<file path="config.mk">
export PLATFORM = sky130hd
export DESIGN_NAME = rc4_key_dispatcher_flat
export DESIGN_NICKNAME = d
export VERILOG_FILES = /design/src/rtl/rc4_key_dispatcher_if.sv /design/src/rtl/rc4_key_dispatcher.sv /design/src/flat_wrapper.sv
export SDC_FILE = /design/constraint.sdc
export NUM_CORES = 1
export LEC_CHECK = 0
export ABC_AREA = 0
export CELL_PAD_IN_SITES_DETAIL_PLACEMENT = 0
export CELL_PAD_IN_SITES_GLOBAL_PLACEMENT = 2
export CORE_MARGIN = 4
export CORE_UTILIZATION = 24
export DETAILED_ROUTE_END_ITERATION = 10
export PLACE_DENSITY_LB_ADDON = 0.1
export SLEW_MARGIN = 5
export SYNTH_ARGS = -nofsm -noshare
export SYNTH_HDL_FRONTEND = slang
export SYNTH_SLANG_ARGS = --single-unit
</file>
<file path="constraint.sdc">
create_clock -name clk -period 5.34 [get_ports clk]
set_input_delay 1.335 -clock clk [delete_from_list [all_inputs] [get_ports clk]]
set_output_delay 1.335 -clock clk [all_outputs]
set_load 0.005 [all_outputs]
</file>
<file path="src/rtl/rc4_key_dispatcher_if.sv">
// Handshake bundle between the key dispatcher and its decrypt cores.
//   core_start : one-cycle pulse per core, key is valid alongside it
//   core_key   : flat key bus, core i owns [i*KEY_WIDTH +: KEY_WIDTH]
//   core_done  : one-cycle verdict-ready pulse per core
//   core_valid : verdict, meaningful only with core_done
//   core_abort : one-cycle pulse sending every core back to idle
// master = dispatcher side, slave = core side.
interface rc4_key_dispatcher_if #(
  parameter int NUM_CORES = 2,
  parameter int KEY_WIDTH = 22
);
  logic [NUM_CORES-1:0]           core_start;
  logic [NUM_CORES*KEY_WIDTH-1:0] core_key;
  logic [NUM_CORES-1:0]           core_done;
  logic [NUM_CORES-1:0]           core_valid;
  logic                           core_abort;

  modport master (output core_start, core_key, core_abort,
                  input  core_done, core_valid);
  modport slave  (input  core_start, core_key, core_abort,
                  output core_done, core_valid);
endinterface

</file>
<file path="src/rtl/rc4_key_dispatcher.sv">
// Candidate-key dispatcher for the parallel RC4 key search.
// Hands ascending keys 0..KEY_MAX to NUM_CORES cores, one dispatch per cycle
// to the lowest-index idle core, collects verdicts, latches the first
// winning key and stops the search on a hit or when the key space is spent.
// Ports:
//   clk, reset        : clock, asynchronous active-high reset
//   start             : level, starts the search from IDLE
//   cif               : core handshake bundle (master side)
//   busy              : high while dispatching or draining
//   correct_key       : winning key (0 until found)
//   correct_key_found : sticky hit flag
//   exhausted         : sticky "every key tried, no hit" flag
//   keys_tried        : accepted verdict count, saturating at 2^KEY_WIDTH
module rc4_key_dispatcher #(
  parameter int                   NUM_CORES = 2,
  parameter int                   KEY_WIDTH = 22,
  parameter logic [KEY_WIDTH-1:0] KEY_MAX   = {KEY_WIDTH{1'b1}}
) (
  input  logic                 clk,
  input  logic                 reset,
  input  logic                 start,
  rc4_key_dispatcher_if.master cif,
  output logic                 busy,
  output logic [KEY_WIDTH-1:0] correct_key,
  output logic                 correct_key_found,
  output logic                 exhausted,
  output logic [KEY_WIDTH:0]   keys_tried
);

  typedef enum logic [2:0] {IDLE, RUN, DRAIN, FOUND, EXHAUSTED} state_t;

  localparam logic [KEY_WIDTH+1:0] KT_SAT = {2'b01, {KEY_WIDTH{1'b0}}};

  state_t                 state, state_nxt;
  // One spare bit so the counter can never wrap back onto key 0.
  logic [KEY_WIDTH:0]     next_key;
  logic [NUM_CORES-1:0]   busy_flag;
  logic [KEY_WIDTH-1:0]   key_q [NUM_CORES];
  logic                   abort_q;

  logic [NUM_CORES-1:0]   accept, hit, free_oh, disp;
  logic                   found_now, dispatch_en, last;
  logic [KEY_WIDTH-1:0]   win_key;
  logic [3:0]             n_acc;
  logic [KEY_WIDTH+1:0]   kt_sum;
  logic [KEY_WIDTH:0]     kt_nxt;

  // Verdicts count only from cores we actually dispatched to, and only
  // while the search is live.
  always_comb begin
    accept  = cif.core_done & busy_flag &
              {NUM_CORES{(state == RUN) || (state == DRAIN)}};
    hit     = accept & cif.core_valid;
    win_key = '0;
    free_oh = '0;
    n_acc   = '0;
    // Descending scan so the lowest index is the one left standing.
    for (int i = NUM_CORES - 1; i >= 0; i--) begin
      if (hit[i]) win_key = key_q[i];
      if (!busy_flag[i]) begin
        free_oh    = '0;
        free_oh[i] = 1'b1;
      end
    end
    for (int i = 0; i < NUM_CORES; i++) n_acc = n_acc + 4'(accept[i]);
    found_now   = |hit;
    last        = (next_key == {1'b0, KEY_MAX});
    // A hit this cycle suppresses dispatch: nothing new starts once found.
    dispatch_en = (state == RUN) && !found_now;
    disp        = free_oh & {NUM_CORES{dispatch_en}};
    kt_sum      = {1'b0, keys_tried} + (KEY_WIDTH+2)'(n_acc);
    kt_nxt      = (kt_sum > KT_SAT) ? KT_SAT[KEY_WIDTH:0] : kt_sum[KEY_WIDTH:0];
  end

  always_comb begin
    state_nxt = state;
    case (state)
      IDLE:    if (start) state_nxt = RUN;
      RUN: begin
        if (found_now)          state_nxt = FOUND;
        else if (|disp && last) state_nxt = DRAIN;
      end
      DRAIN: begin
        if (found_now)          state_nxt = FOUND;
        else if (busy_flag == '0) state_nxt = EXHAUSTED;
      end
      default: state_nxt = state;
    endcase
  end

  always_ff @(posedge clk or posedge reset) begin
    if (reset) begin
      state             <= IDLE;
      next_key          <= '0;
      busy_flag         <= '0;
      abort_q           <= 1'b0;
      correct_key       <= '0;
      correct_key_found <= 1'b0;
      exhausted         <= 1'b0;
      keys_tried        <= '0;
      for (int i = 0; i < NUM_CORES; i++) key_q[i] <= '0;
    end else begin
      state      <= state_nxt;
      abort_q    <= found_now;
      keys_tried <= kt_nxt;
      if (found_now) busy_flag <= '0;
      else           busy_flag <= (busy_flag & ~accept) | disp;
      if (|disp) next_key <= next_key + 1'b1;
      for (int i = 0; i < NUM_CORES; i++)
        if (disp[i]) key_q[i] <= next_key[KEY_WIDTH-1:0];
      if (found_now) begin
        correct_key       <= win_key;
        correct_key_found <= 1'b1;
      end
      if (state == DRAIN && state_nxt == EXHAUSTED) exhausted <= 1'b1;
    end
  end

  // The key is muxed straight onto the bus in the dispatch cycle so a core
  // can latch it together with core_start; afterwards the register holds it.
  for (genvar g = 0; g < NUM_CORES; g++) begin : g_key
    assign cif.core_key[g*KEY_WIDTH +: KEY_WIDTH] =
      disp[g] ? next_key[KEY_WIDTH-1:0] : key_q[g];
  end

  assign cif.core_start = disp;
  assign cif.core_abort = abort_q;
  assign busy           = (state == RUN) || (state == DRAIN);

endmodule

</file>
<file path="src/flat_wrapper.sv">
// flat-port wrapper written by rule: the top's interface ports become plain ports
module rc4_key_dispatcher_flat 
#(
  parameter int                   NUM_CORES = 2,
  parameter int                   KEY_WIDTH = 22,
  parameter logic [KEY_WIDTH-1:0] KEY_MAX   = {KEY_WIDTH{1'b1}}
)
  (clk, reset, start, busy, correct_key, correct_key_found, exhausted, keys_tried, cif_core_start, cif_core_key, cif_core_abort, cif_core_done, cif_core_valid);
  rc4_key_dispatcher_if #(.NUM_CORES(NUM_CORES), .KEY_WIDTH(KEY_WIDTH)) cif_i ();
  input  logic clk;
  input  logic reset;
  input  logic start;
  output logic busy;
  output logic [KEY_WIDTH-1:0] correct_key;
  output logic correct_key_found;
  output logic exhausted;
  output logic [KEY_WIDTH:0] keys_tried;
  output wire logic [$bits(cif_i.core_start)-1:0] cif_core_start;
  output wire logic [$bits(cif_i.core_key)-1:0] cif_core_key;
  output wire logic [$bits(cif_i.core_abort)-1:0] cif_core_abort;
  input wire logic [$bits(cif_i.core_done)-1:0] cif_core_done;
  input wire logic [$bits(cif_i.core_valid)-1:0] cif_core_valid;
  assign cif_core_start = cif_i.core_start;
  assign cif_core_key = cif_i.core_key;
  assign cif_core_abort = cif_i.core_abort;
  assign cif_i.core_done = cif_core_done;
  assign cif_i.core_valid = cif_core_valid;
  rc4_key_dispatcher #(.NUM_CORES(NUM_CORES), .KEY_WIDTH(KEY_WIDTH), .KEY_MAX(KEY_MAX)) u_core (.clk(clk), .reset(reset), .start(start), .cif(cif_i), .busy(busy), .correct_key(correct_key), .correct_key_found(correct_key_found), .exhausted(exhausted), .keys_tried(keys_tried));
endmodule
</file>
==> results of run 1 <==
[cell type report]
cell class | instances | area, µm²
multi-input combinational | 338 | 2520
clock buffer | 18 | 439
inverter | 7 | 28.8
fill | 2304 | 15300
clock inverter | 13 | 106
tap | 313 | 392
timing repair buffer | 111 | 1100
sequential | 120 | 3000
[metal layers]
metal	vias to the layer above	routed length, µm	part of all wire, %
met1	1999	6870	45
met4	0	110	0.72
met3	6	534	3.5
li1	1928	-	-
met5	-	0	0
met2	74	7680	51
[final timing paths]
check                                         to  slack, ps  cells past startpoint
setup / recovery                cif_core_key[24]        620                      7
hold / removal                  u_core.exhausted        460                      1
setup reg to reg            u_core.keys_tried[2]       1380                     15
hold reg to reg                 u_core.exhausted        460                      1
max in group asynchronous  u_core.keys_tried[20]       3090                      3
min in group asynchronous       u_core.key_q[20]       1430                      2
[cells by family after synthesis]
| logic type | count (synthesis) | share of synthesized area (%) |
|---|---|---|
| AO/OA/AOI/OAI | 51 | 5.65 |
| XOR/XNOR | 43 | 6.66 |
| flip-flops | 120 | 53.1 |
| buffers and inverters | 33 | 2.75 |
| multiplexers | 70 | 13.4 |
| adder cells (fa/ha/maj) | 5 | 1.24 |
| AND/OR/NAND/NOR | 169 | 17.2 |
[power breakdown]
part	internal, mW	total, mW	switching [mW]
clock network	0.644	1.07	0.423
registers	1.03	1.18	0.154
logic	0.333	0.568	0.235
[cells in the mapped netlist, types with 2 or more instances]
library cell	instances	share of area, %
xor2_1	15	2.3
xnor2_1	28	4.3
o21a_1	2	0.27
nand3_1	16	1.4
a21oi_1	4	0.35
nor2_1	26	1.7
o21ai_0	25	2.2
o31a_1	2	0.31
buf_4	2	0.27
nor3b_1	3	0.40
or3_4	2	0.40
nor4_1	2	0.22
dfrtp_1	120	53
nor3_1	10	0.89
a21o_1	5	0.66
buf_2	13	1.2
nor2_2	9	1.0
ha_1	4	0.89
and4_1	2	0.31
mux2i_1	24	4.3
nand2_1	46	3.1
nor2b_1	3	0.33
nor3_4	2	0.58
and3_1	6	0.66
mux2_2	46	9.2
nor4b_2	2	0.53
or2_2	5	0.55
nand4_1	17	1.9
a22oi_1	3	0.40
clkbuf_1	9	0.60
inv_1	7	0.46
or3_1	3	0.33
nand3b_1	3	0.40
[stage by stage]
step | util (%) | setup slack (ps)
6_report | 33.1 | 620
3_5_place_dp | 30.7 | 598
5_1_grt | 33.1 | 486
4_1_cts | 33.1 | 597
2_1_floorplan | - | 819
3_3_place_gp | 30.7 | 568
[sequential cells by signal, summed over array words and instances (netlist names), 2 cells and up]
signal              flops
u_core.key_q           44
u_core.keys_tried      23
u_core.next_key        23
u_core.correct_key     22
u_core.state            3
u_core.busy_flag        2
[worst register-to-register path: cells and delay by family, from the launching register on]
kind,cells,cell delay (ps)
buf+inv,2,260
fa+ha+maj,3,910
xor+xnor,1,340
compound gates,2,460
flops,1,480
simple gates,7,1420
==> results.json, run 1 <==
{
  "ys_types": 58,
  "fin_skew_ps": 9.65,
  "max_slew_margin_pct": 47.9,
  "yosysSeqAreaShare_pct": 53.1,
  "drt_wl_total_mm": 15.2,
  "cpMaxStageDelayCell": "clkdlybuf4s50_1",
  "hold_viol": 0,
  "die_w_um": 161,
  "status": "finished, final reports clean",
  "dieArea_um2": 26100,
  "cts_buffers": 17,
  "setup_viol": 0,
  "dp_hpwl_mm": 10.6,
  "syn_nets": 503,
  "setup_tns_ps": 0,
  "first_global_vias": 4409,
  "leakage_nw": 3.14,
  "core_um2": 22900,
  "ant_nets": 0,
  "post-place-cells": 889,
  "final_area_um2": 7580,
  "cp-startpoint": "cif_core_done[0]",
  "path_buf_inv": 3,
  "crit_chain": "clkdlybuf4s50_1, nand3_1, nor3_2, nor4b_4, buf_4, mux2_2, clkdlybuf4s50_1",
  "rsz0062_at_grt": "no",
  "worstHoldStart": "u_core.exhausted",
  "clock-sinks": 120,
  "grt_usage_pct": 12.1,
  "grt_overflow": 0,
  "whs_ps": 459,
  "synthFlopType": "dfrtp_1",
  "fin_cells": 920,
  "grt_max_degree": 62,
  "area_growth_syn_to_layout_pct": 34.2,
  "wl_per_cell_um": 16.5,
  "cts_tree": "built",
  "layout_commonest_cell": "dfrtp_1",
  "rows": 55,
  "gp_congestion": 0.760,
  "synth_edf_count": 0,
  "crit_arrival_ps": 3390,
  "grtUsageMet2_pct": 20.7,
  "cts_max_level": 4,
  "drt_iter0_markers": 109,
  "finalMaxSlewViolations": 0,
  "vias": 4007,
  "syn_area_um2": 5650,
  "postCtsHoldBufs": 0,
  "fmax_mhz": 212,
  "crit_path_end_kind": "primary output",
  "tightest_slew_ps": 781,
  "grt_use_met1_pct": 15.2,
  "io_pins": 102,
  "place_area_um2": 7040,
  "final_cell_mix": "120 x dfrtp_1, 101 x clkdlybuf4s50_1, 46 x nand2_1, 46 x mux2_2, 28 x xnor2_1",
  "cts_resized": 0,
  "initial_core_util_pct": 24.7,
  "cpMostUsedCell": "clkdlybuf4s50_1",
  "period_share_pct": 88.4,
  "cpLargestDelayFamily": "buffers and inverters",
  "syn_avg_cell_area_um2": 11.5,
  "powerDensity_nw_per_um2": 371,
  "drv_cap": 0,
  "grt.busiest_layer": "met2",
  "drive_above_1_share_pct": 19.6,
  "port-buffer-count": 101,
  "drc": 0,
  "grt_pass1_wl_mm": 25.1,
  "met3_usage_pct": 3.29,
  "crit_path_start_kind": "input port",
  "reg2reg_from": "u_core.state[1]",
  "max_stage_delay_ps": 460,
  "via_per_inst": 4.36,
  "yosys_warnings": 0,
  "postSynthCellCount": 491,
  "vdd_drop_max_v": 0.000181,
  "min_period_ps": 4720,
  "root_buffer": "clkbuf_16",
  "worstPathRequired_ps": 4010,
  "clock_latency_ps": 410,
  "antenna_found_initial": 0,
  "p_total_mw": 2.81,
  "die_y_um": 161,
  "diodes": 0,
  "cp_max_fo": 12,
  "first_pass_iters": 4,
  "crit_type": "in -> out",
  "clk_path_buf_depth": 2,
  "clkTransAtPathRegs_ps": 50,
  "fin_nets": 607,
  "postSynth.asyncResetShare_pct": 100,
  "min_path_type": "reg -> reg",
  "yosys_register_bits": 120,
  "post_cts_buffers": 0
}
No activity file was read; power rests on OpenSTA's default activity.
==> run 2, diff against run 1 <==
- PLACE_DENSITY_LB_ADDON: 0.1 -> 0.05
- SETUP_SLACK_MARGIN: unset -> 0.15
- clock period: 5.34 -> 4.8 ns (I/O delays scaled with it)
==> run 2 against run 1 <==
  * Clock power increased by 17%
  * First-iteration DRC count increased by 83%
  * Combinational power increased by 12%
  * Critical path depth unchanged
  * Wire length increased by 3.7%
  * Hold slack improved by 11 ps
  * Clock-buffer cell count unchanged
  * Flip-flop and latch count unchanged
  * Register-to-register slack got worse by 570 ps
  * Cell area increased by 0.82%
  * Critical path type unchanged
  * Largest cell class unchanged
  * Highest routed layer unchanged
==> results.json, run 2 (synthesis gave the netlist of run 1 again) <==
{
  "cts_max_level": 4,
  "die_y_um": 161,
  "hold_viol": 0,
  "min_path_type": "reg -> reg",
  "fin_ws_ps": 319,
  "fin_skew_ps": 18.1,
  "vias": 4060,
  "vdd_drop_max_v": 0.000150,
  "first_pass_iters": 4,
  "drt_wl_total_mm": 15.7,
  "dp_slack_ps": 204,
  "rsz0062_at_grt": "no",
  "clock_latency_ps": 420,
  "crit_chain": "clkdlybuf4s50_1, nand3_1, nor3_2, nor4b_4, buf_4, mux2_2, clkdlybuf4s50_1",
  "dp_hpwl_mm": 10.6,
  "min_period_ps": 4480,
  "postCtsHoldBufs": 0,
  "fin_nets": 609,
  "dieArea_um2": 26100,
  "via_per_inst": 4.40,
  "multi_input_area_um2": 2520,
  "fmax_mhz": 223,
  "core_um2": 22900,
  "largestRegisters": "u_core.key_q: 44 flops, u_core.keys_tried: 23 flops, u_core.next_key: 23 flops",
  "initial_core_util_pct": 24.7,
  "grt_max_degree": 67,
  "grt_overflow": 0,
  "max_stage_delay_ps": 460,
  "max_slew_margin_pct": 49.0,
  "largest_register_ffs": 44,
  "largest_register": "u_core.key_q",
  "layout_commonest_cell": "dfrtp_1",
  "whs_ps": 470,
  "worstPathRequired_ps": 3600,
  "gp_congestion": 0.806,
  "diodes": 0,
  "post-place-cells": 891,
  "hold_end": "u_core.correct_key_found",
  "fin_cells": 923,
  "leakage_nw": 3.17,
  "cts_resized": 0,
  "setup_viol": 0,
  "drive_above_1_share_pct": 20.0,
  "grt_usage_pct": 12.6,
  "post_cts_buffers": 0,
  "root_buffer": "clkbuf_16",
  "clk_path_buf_depth": 2,
  "antenna_found_initial": 0,
  "period_share_pct": 93.4,
  "crit_path_end_kind": "primary output",
  "nFillCells": 2286,
  "drt_iter0_markers": 200,
  "drc": 0,
  "clkTransAtPathRegs_ps": 60,
  "hold_depth": 1,
  "cp_max_fo": 13,
  "tightest_slew_ps": 765,
  "die_w_um": 161,
  "cpMostUsedCell": "clkdlybuf4s50_1",
  "area_growth_syn_to_layout_pct": 35.3,
  "cts_buffers": 17,
  "grt_pass1_wl_mm": 25.6,
  "seqCellArea_um2": 3000,
  "reg2reg_from": "u_core.state[1]",
  "clock-sinks": 120,
  "worstRegToRegCells": 15,
  "ant_nets": 0,
  "io_pins": 102,
  "drv_cap": 0,
  "rr_endpoint": "u_core.keys_tried[2]",
  "crit_path_start_kind": "input port",
  "rows": 55,
  "final_cell_mix": "120 x dfrtp_1, 101 x clkdlybuf4s50_1, 46 x nand2_1, 46 x mux2_2, 28 x xnor2_1",
  "worst-r2r-setup-slack_ps": 810,
  "status": "finished, final reports clean",
  "worstHoldStart": "u_core.correct_key_found",
  "setup_tns_ps": 0,
  "powerDensity_nw_per_um2": 418,
  "cpMaxStageDelayCell": "clkdlybuf4s50_1",
  "crit_arrival_ps": 3280,
  "cts_tree": "built",
  "wl_per_cell_um": 17.1,
  "finalMaxSlewViolations": 0,
  "crit_type": "in -> out",
  "first_global_vias": 4327,
  "port-buffer-count": 101
}
-- run 2: cell types whose count changed in the layout (fill, tap and decap cells not counted) --
| cell | previous run | this run |
|---|---|---|
| clkinvlp_4 | 5 | 4 |
| inv_6 | 1 | 4 |
| inv_8 | 0 | 1 |
| clkinv_4 | 0 | 4 |
| clkinv_2 | 6 | 0 |
| buf_12 | 1 | 2 |
| buf_4 | 9 | 10 |
-- run 2: layer usage --
metal	vias up	share of wire (%)	track usage (%)
met3	11	5.0	3.78
met4	0	0.77	3.37
li1	1944	-	-
met1	2021	49	17.8
met5	-	0	0
met2	84	45	18.9
-- run 2: worst max-delay path by stage --
stage	cells after the start	from	endpoint	slack, ps
detailed placement	14	cif_core_done[1]	u_core.keys_tried[2]	200
CTS	7	cif_core_valid[0]	cif_core_key[22]	260
global route	7	cif_core_done[0]	cif_core_key[22]	190
global placement	7	cif_core_valid[0]	cif_core_key[22]	290
finish	7	cif_core_valid[0]	cif_core_key[22]	320
floorplan	1	reset	u_core.busy_flag[0]	410
-- run 2: critical path, delay by kind of cell --
| family | cells | cell delay, ps |
|---|---|---|
| buf+inv | 3 | 1210 |
| mux | 1 | 390 |
| simple gates | 3 | 460 |
-- run 2: report_power, final --
group,leakage [nW],internal (mW),switching (mW)
clock,0.272,0.738,0.515
sequential,1.60,1.14,0.163
combinational,1.30,0.376,0.264
-- run 2: area by class of cell --
| type | count | share of cell area, % |
|---|---|---|
| sequential | 120 | 39.3 |
| multi-input combinational | 338 | 32.9 |
| timing repair buffer | 113 | 14.7 |
| clock buffer | 18 | 5.74 |
| tap | 313 | 5.12 |
| clock inverter | 14 | 1.85 |
| inverter | 7 | 0.376 |
-- run 2: stage by stage --
step / power (mW) / utilization (%) / area [µm²]
finish: 3.19 / 33.4 / 7650
detailed placement: 1.98 / 30.8 / 7070
CTS: 3.26 / 33.4 / 7650
global route: 3.39 / 33.4 / 7650
global placement: 1.97 / 30.8 / 7070
floorplan: 1.62 / - / 5650
==> edit 1: new RTL, settings of run 1 <==
`NUM_CORES` is set to 2 in 3 places; all go to 1.
--- a/src/rtl/rc4_key_dispatcher_if.sv
+++ b/src/rtl/rc4_key_dispatcher_if.sv
@@ -7,5 +7,5 @@
 // master = dispatcher side, slave = core side.
 interface rc4_key_dispatcher_if #(
-  parameter int NUM_CORES = 2,
+  parameter int NUM_CORES = 1,
   parameter int KEY_WIDTH = 22
 );
--- a/src/rtl/rc4_key_dispatcher.sv
+++ b/src/rtl/rc4_key_dispatcher.sv
@@ -13,5 +13,5 @@
 //   keys_tried        : accepted verdict count, saturating at 2^KEY_WIDTH
 module rc4_key_dispatcher #(
-  parameter int                   NUM_CORES = 2,
+  parameter int                   NUM_CORES = 1,
   parameter int                   KEY_WIDTH = 22,
   parameter logic [KEY_WIDTH-1:0] KEY_MAX   = {KEY_WIDTH{1'b1}}
--- a/src/flat_wrapper.sv
+++ b/src/flat_wrapper.sv
@@ -2,5 +2,5 @@
 module rc4_key_dispatcher_flat 
 #(
-  parameter int                   NUM_CORES = 2,
+  parameter int                   NUM_CORES = 1,
   parameter int                   KEY_WIDTH = 22,
   parameter logic [KEY_WIDTH-1:0] KEY_MAX   = {KEY_WIDTH{1'b1}}
Interface: changed (resized cif_core_done, cif_core_key, cif_core_start and cif_core_valid); port bits go from 102 to 77. The function was not compared with the original's and may differ.
==> edit 1 against run 1 <==
Non-clock buffer count shrank 32. Die area shrank 21%. Via count down 27%. Wire length decreased by 32%. Hold slack improved by 11 ps. Design area fell by 25%. Worst setup slack improved by 580 ps. Synthesized area decreased by 22%. Global-route usage down 1.3 points. Sequential cell count shrank 23. Critical endpoint is now u_core.keys_tried[1]$_DFF_PP0_.
Power is not compared: it rests on default switching activity, and its combinational part moved more than twofold at a synthesized area within 25%.
==> edit 1: results (changes against run 1) <==
Logic synthesis
  – Post-synthesis mux area share: 12.66% (-0.76 points)
  – Synth Flop Type: dfrtp_1
  – Post-synthesis async set-or-reset flop share: 100.0% (unchanged)
  – Synth Area in Compound Gates: 3.249% (-2.4 points)
  – Most common library cells after synthesis: dfrtp_1 (97), mux2_2 (48), xnor2_1 (28), nand2_1 (21)
  – Distinct cell type count after synthesis: 47 (-19%)
  – Syn_nets: 375 (-25%)
  – Ys Warns: 0 (unchanged)
  – Post-Synth Adder-Cell Area: 1.130% (-0.11 points)
  – Synth Area in XOR/XNOR: 7.712% (+1.0 points)
  – Top cells by area, synth: dfrtp_1 (55%), mux2_2 (12%), xnor2_1 (5.5%)
  – Sequential share of the synthesized area: 54.80% (+1.7 points)

Clocking
  – Number of post-CTS setup repair buffers: 0 (unchanged)
  – Clk pin slew, worst setup/hold paths: 70 ps (+20 ps)
  – Root buffer cell: clkbuf_16
  – Post-cts gate resize count: 0 (unchanged)
  – Htree depth: 3 (-1)
  – Clk buf depth: 2 (unchanged)
  – Worst-Skew Late Latency: 350 ps (-60 ps)
  – Num CTS Buffers: 9 (-8)

Worst setup path
  – Crit path launch: cif_core_done
  – CP peak stage delay: 580 ps (+120 ps)
  – Largest delay share family, worst path: simple AND/OR/NAND/NOR gates
  – Arr. time, crit path: 4430 ps (+1040 ps)
  – Slowest stage cell, crit path: o41a_4
  – Reg-to-reg critical path startpoint: u_core.state[1]$_DFF_PP0_
  – Crit Path Max Fanout: 17 (+5)

Global routing
  – Global Route Usage Sum: 10.81% (-1.3 points)
  – First-pass GRT wire length: 17.31 mm (-31%)
  – Largest net degree at the start of global routing: 71 (+15%)
  – Number of global-route vias before repair: 3,114 (-29%)
  – Initial antenna violation count: 0 (unchanged)

Placement
  – Post-DP HPWL: 7.150 mm (-33%)
  – I/O Buffers: 76 (-25%)
  – Setup WS pre-CTS: 817.6 ps (+219.1 ps)
  – Routability cong.: 0.7669 (+0.95%)

Routing
  – Routed wire per std cell: 15.40 um (-6.7%)
  – Via Count: 2,933 (-27%)
  – TritonRoute pass-1 iters: 4 (unchanged)
  – DR iter-0 viols: 98 (-10%)

Layout
  – Filler cells: 1,819 (-21%)
  – Regs by FF count: u_core.keys_tried: 23 flops, u_core.next_key: 23 flops
  – ANT cells: 0 (unchanged)
  – Layout cells sized above 1: 20.40% (+0.80 points)
  – Nets@finish: 450 (-26%)

Power
  – Worst VDD drop: 0.1308 mV
  – Sw Ratio: 26.03%
  – Leakage: around 2.5 nW

Min path
  – Hold crit path type: flop to flop
  – Worst hold start: u_core.exhausted$_DFFE_PP0P_

Timing
  – Final Skew: 5.298 ps (-4.352 ps)
  – Slew @ Worst Pin: 890.9 ps (+109.5 ps)

Run status
  – Status: completed
-- edit 1: changes by cell type in the layout (fill, tap and decap cells not counted), moves of 5 or more --
| cell | delta |
|---|---|
| a21o_1 | -5 |
| buf_4 | -6 |
| clkbuf_16 | -8 |
| clkdlybuf4s50_1 | -25 |
| clkinv_2 | -5 |
| dfrtp_1 | -23 |
| mux2i_1 | -22 |
| nand2_1 | -25 |
| nor2_1 | -6 |
| o21ai_0 | -17 |
-- edit 1: per-layer routing --
layer	global-route usage [%]	vias up	part of all wire, %	routed length [um]
met5	0	-	0	0
met2	17.81	51	49	5105
li1	-	1437	-	-
met3	2.729	13	3.5	362
met1	13.56	1432	45	4723
met4	4.311	0	1.9	201
-- edit 1: through the flow --
stage / hold WS (ps) / std cells / util [%] / area, sq um
final: 470.5 / 675 / 31.61 / 5717
after detailed placement: 460.1 / 659 / 30.06 / 5436
after CTS: 477.6 / 675 / 31.61 / 5717
after global placement: 453.1 / 659 / 30.06 / 5436
after global routing: 508.4 / 675 / 31.61 / 5717
after floorplan: 437.1 / 366 / - / 4429
-- edit 1: tightest hold or removal path: cells and delay by family (launching register included) --
family	cells	cell delay [ps]
compound gates	1	50
flops	1	350
buf+inv	1	40
-- edit 1: cell families (layout without fill, tap and decap cells) --
| family | count (synthesis) | after routing |
|---|---|---|
| fa+ha+maj | 4 | 4 |
| flops | 97 | 97 |
| buf+inv | 24 | 104 |
| simple gates | 129 | 129 |
| compound gates | 23 | 23 |
| xor+xnor | 39 | 39 |
| mux | 50 | 50 |
-- edit 1: final timing paths --
path | end | slack [ps] | depth (start not counted)
worst max-delay path | u_core.keys_tried[1]$_DFF_PP0_ | 1200 | 11
worst min-delay path | u_core.exhausted$_DFFE_PP0P_ | 470 | 2
worst max register to register | u_core.keys_tried[1]$_DFF_PP0_ | 1800 | 12
worst min register to register | u_core.exhausted$_DFFE_PP0P_ | 470 | 2
max in group asynchronous | u_core.keys_tried[22]$_DFF_PP0_ | 2870 | 3
min in group asynchronous | u_core.correct_key[19]$_DFFE_PP0N_ | 1510 | 2
-- edit 1: cell type report --
cell class / instances / area share [%]
tap: 229 / 5.012
multi-input combinational: 245 / 33.29
timing repair buffer: 79 / 13.70
clock inverter: 7 / 0.9630
inverter: 9 / 0.6347
clock buffer: 9 / 3.940
sequential: 97 / 42.46
-- edit 1: power by group through the flow --
stage	registers (mW)	logic, mW	clock network, mW
3_3_place_gp	0.826	0.155	0
2_1_floorplan	0.810	0.0878	0
6_report	0.811	0.150	0.619
4_1_cts	0.811	0.157	0.651
5_1_grt	0.818	0.172	0.683
3_5_place_dp	0.824	0.156	0
==> edit 2: new RTL, settings of run 1 <==
Without the edit above. Encoding of `state_t`: now one-hot (5 bits for 5 states).
--- a/src/rtl/rc4_key_dispatcher.sv
+++ b/src/rtl/rc4_key_dispatcher.sv
@@ -28,5 +28,5 @@
 );
 
-  typedef enum logic [2:0] {IDLE, RUN, DRAIN, FOUND, EXHAUSTED} state_t;
+  typedef enum logic [4:0] {IDLE = 5'b00001, RUN = 5'b00010, DRAIN = 5'b00100, FOUND = 5'b01000, EXHAUSTED = 5'b10000} state_t;
 
   localparam logic [KEY_WIDTH+1:0] KT_SAT = {2'b01, {KEY_WIDTH{1'b0}}};
Check against the original RTL: same outputs for any inputs over 10 cycles, from zero or initial values and one cycle with reset high; not proved beyond that.
==> edit 2 against run 1 <==
Die area shrank 1.7%. Worst setup slack lost 310 ps. Sequential share of layout area grew 0.84 points. Wire length shrank 1.2%. Design area shrank 0.40%. Synthesized area shrank 1.8%. Sequential cell count grew 2. Final cell count shrank 2.1%. Clock skew grew 4.8 ps. First-iteration DRC count grew 86%. Critical path type unchanged. Largest cell class unchanged.
Power is not compared: it rests on default switching activity, and its combinational part moved more than twofold at a synthesized area within 25%.
==> edit 2: results (changes against run 1) <==
Run status
  – Status: completed

Layout
  – Inverter count: 9 (+2)
  – Non-clk bufs: 114 (+2.7%)
  – Sequential cell count: 122 (+1.7%)
  – Fraction of area in registers: 40.43% (+0.84 points)
  – Layout cells sized above 1: 17.05% (-2.6 points)
  – Filler cells: 2,288 (-0.69%)
  – Nets@finish: 615 (+1.3%)
  – Non-clock buffer share of cell area: 14.67% (+0.19 points)
  – Area of the multi-input gates: 2382 sq um (-5.4%)

Timing
  – Final Skew: 14.40 ps (+4.753 ps)
  – Slew @ Worst Pin: 1054 ps (+272.7 ps)
  – Crit share post-route: 94.11% (+5.7 points)

Worst setup path
  – Crit Path Max Fanout: 14 (+2)
  – Reg2reg end: u_core.keys_tried[9]$_DFF_PP0_

Logic synthesis
  – Most common library cells after synthesis: dfrtp_1 (121), nand2_1 (50), mux2_2 (46), nor2_1 (41)
  – Top cells by area, synth: dfrtp_1 (55%), mux2_2 (9.3%), xnor2_1 (4.6%)
  – Sequential share of the synthesized area: 55.03% (+1.9 points)

Min path
  – Worst Hold Path EP: u_core.correct_key_found$_DFFE_PP0P_
  – Worst hold start: u_core.correct_key_found$_DFFE_PP0P_

Routing
  – DRT Wirelength: 15.01 mm (-1.2%)
  – Via/cell ratio: 4.450 (+2.2%)
  – DR iter-0 viols: 203 (+86%)

Placement
  – Setup WS pre-CTS: 304.9 ps (-293.6 ps)
  – Routability cong.: 0.7605 (+0.11%)
  – Post-DP HPWL: 10.50 mm (-0.97%)

Global routing
  – First-pass GRT wire length: 24.88 mm (-0.85%)
  – Number of global-route vias before repair: 4,374 (-0.79%)
  – Global Route Usage Sum: 12.32% (+0.18 points)
  – Largest net degree at the start of global routing: 69 (+11%)
## edit 2: cell count changes in the layout (fill, tap and decap cells not counted), moves of 4 or more
cell / change
o21ai_0: +4
a21o_1: -4
nor2_1: +12
nand4_1: -5
clkinv_4: +5
nand2_1: +4
buf_4: +4
clkinv_2: -5
nor2_2: -8
## edit 2: worst max path at each step
| stage | from | endpoint | depth (start not counted) |
|---|---|---|---|
| 3_5_place_dp | cif_core_done[1] | cif_core_key[42] | 7 |
| 5_1_grt | cif_core_done[1] | cif_core_key[43] | 7 |
| 6_report | cif_core_done[1] | cif_core_key[42] | 7 |
| 2_1_floorplan | reset | u_core.busy_flag[0]$_DFF_PP0_ | 1 |
| 4_1_cts | cif_core_done[1] | cif_core_key[42] | 7 |
| 3_3_place_gp | cif_core_done[1] | cif_core_key[33] | 7 |
## edit 2: cell families (layout without fill, tap and decap cells)
logic type                 after synthesis  in the layout  share of synthesized area [%]
DFF                                    122            122                          55.03
buffers and inverters                   32            155                          2.457
adders and majority gates                5              5                          1.262
xor gates and xnor gates                45             45                          7.101
muxes                                   69             69                          13.57
AOI/OAI and AO/OA                       49             49                          5.095
and+or+nand+nor                        171            171                          15.49
## edit 2: per-stage QoR
step           util, %  instances  hold slack [ps]  total power [mW]  instance area, sq um
6_report         33.27        901            462.6             2.150                  7555
5_1_grt          33.27        901            486.1             2.246                  7555
4_1_cts          33.27        901            468.6             2.202                  7555
3_5_place_dp     30.55        869            454.0            0.9686                  6938
3_3_place_gp     30.55        869            450.1            0.9683                  6938
2_1_floorplan        -        493            443.0            0.9553                  5550
## edit 2: metal layers
metal	global-route usage [%]	vias up	share of wire, %
met5	0	-	0
met4	3.285	0	0.73
met2	18.46	76	45
met3	3.794	9	3.7
met1	17.29	1984	51
li1	-	1940	-
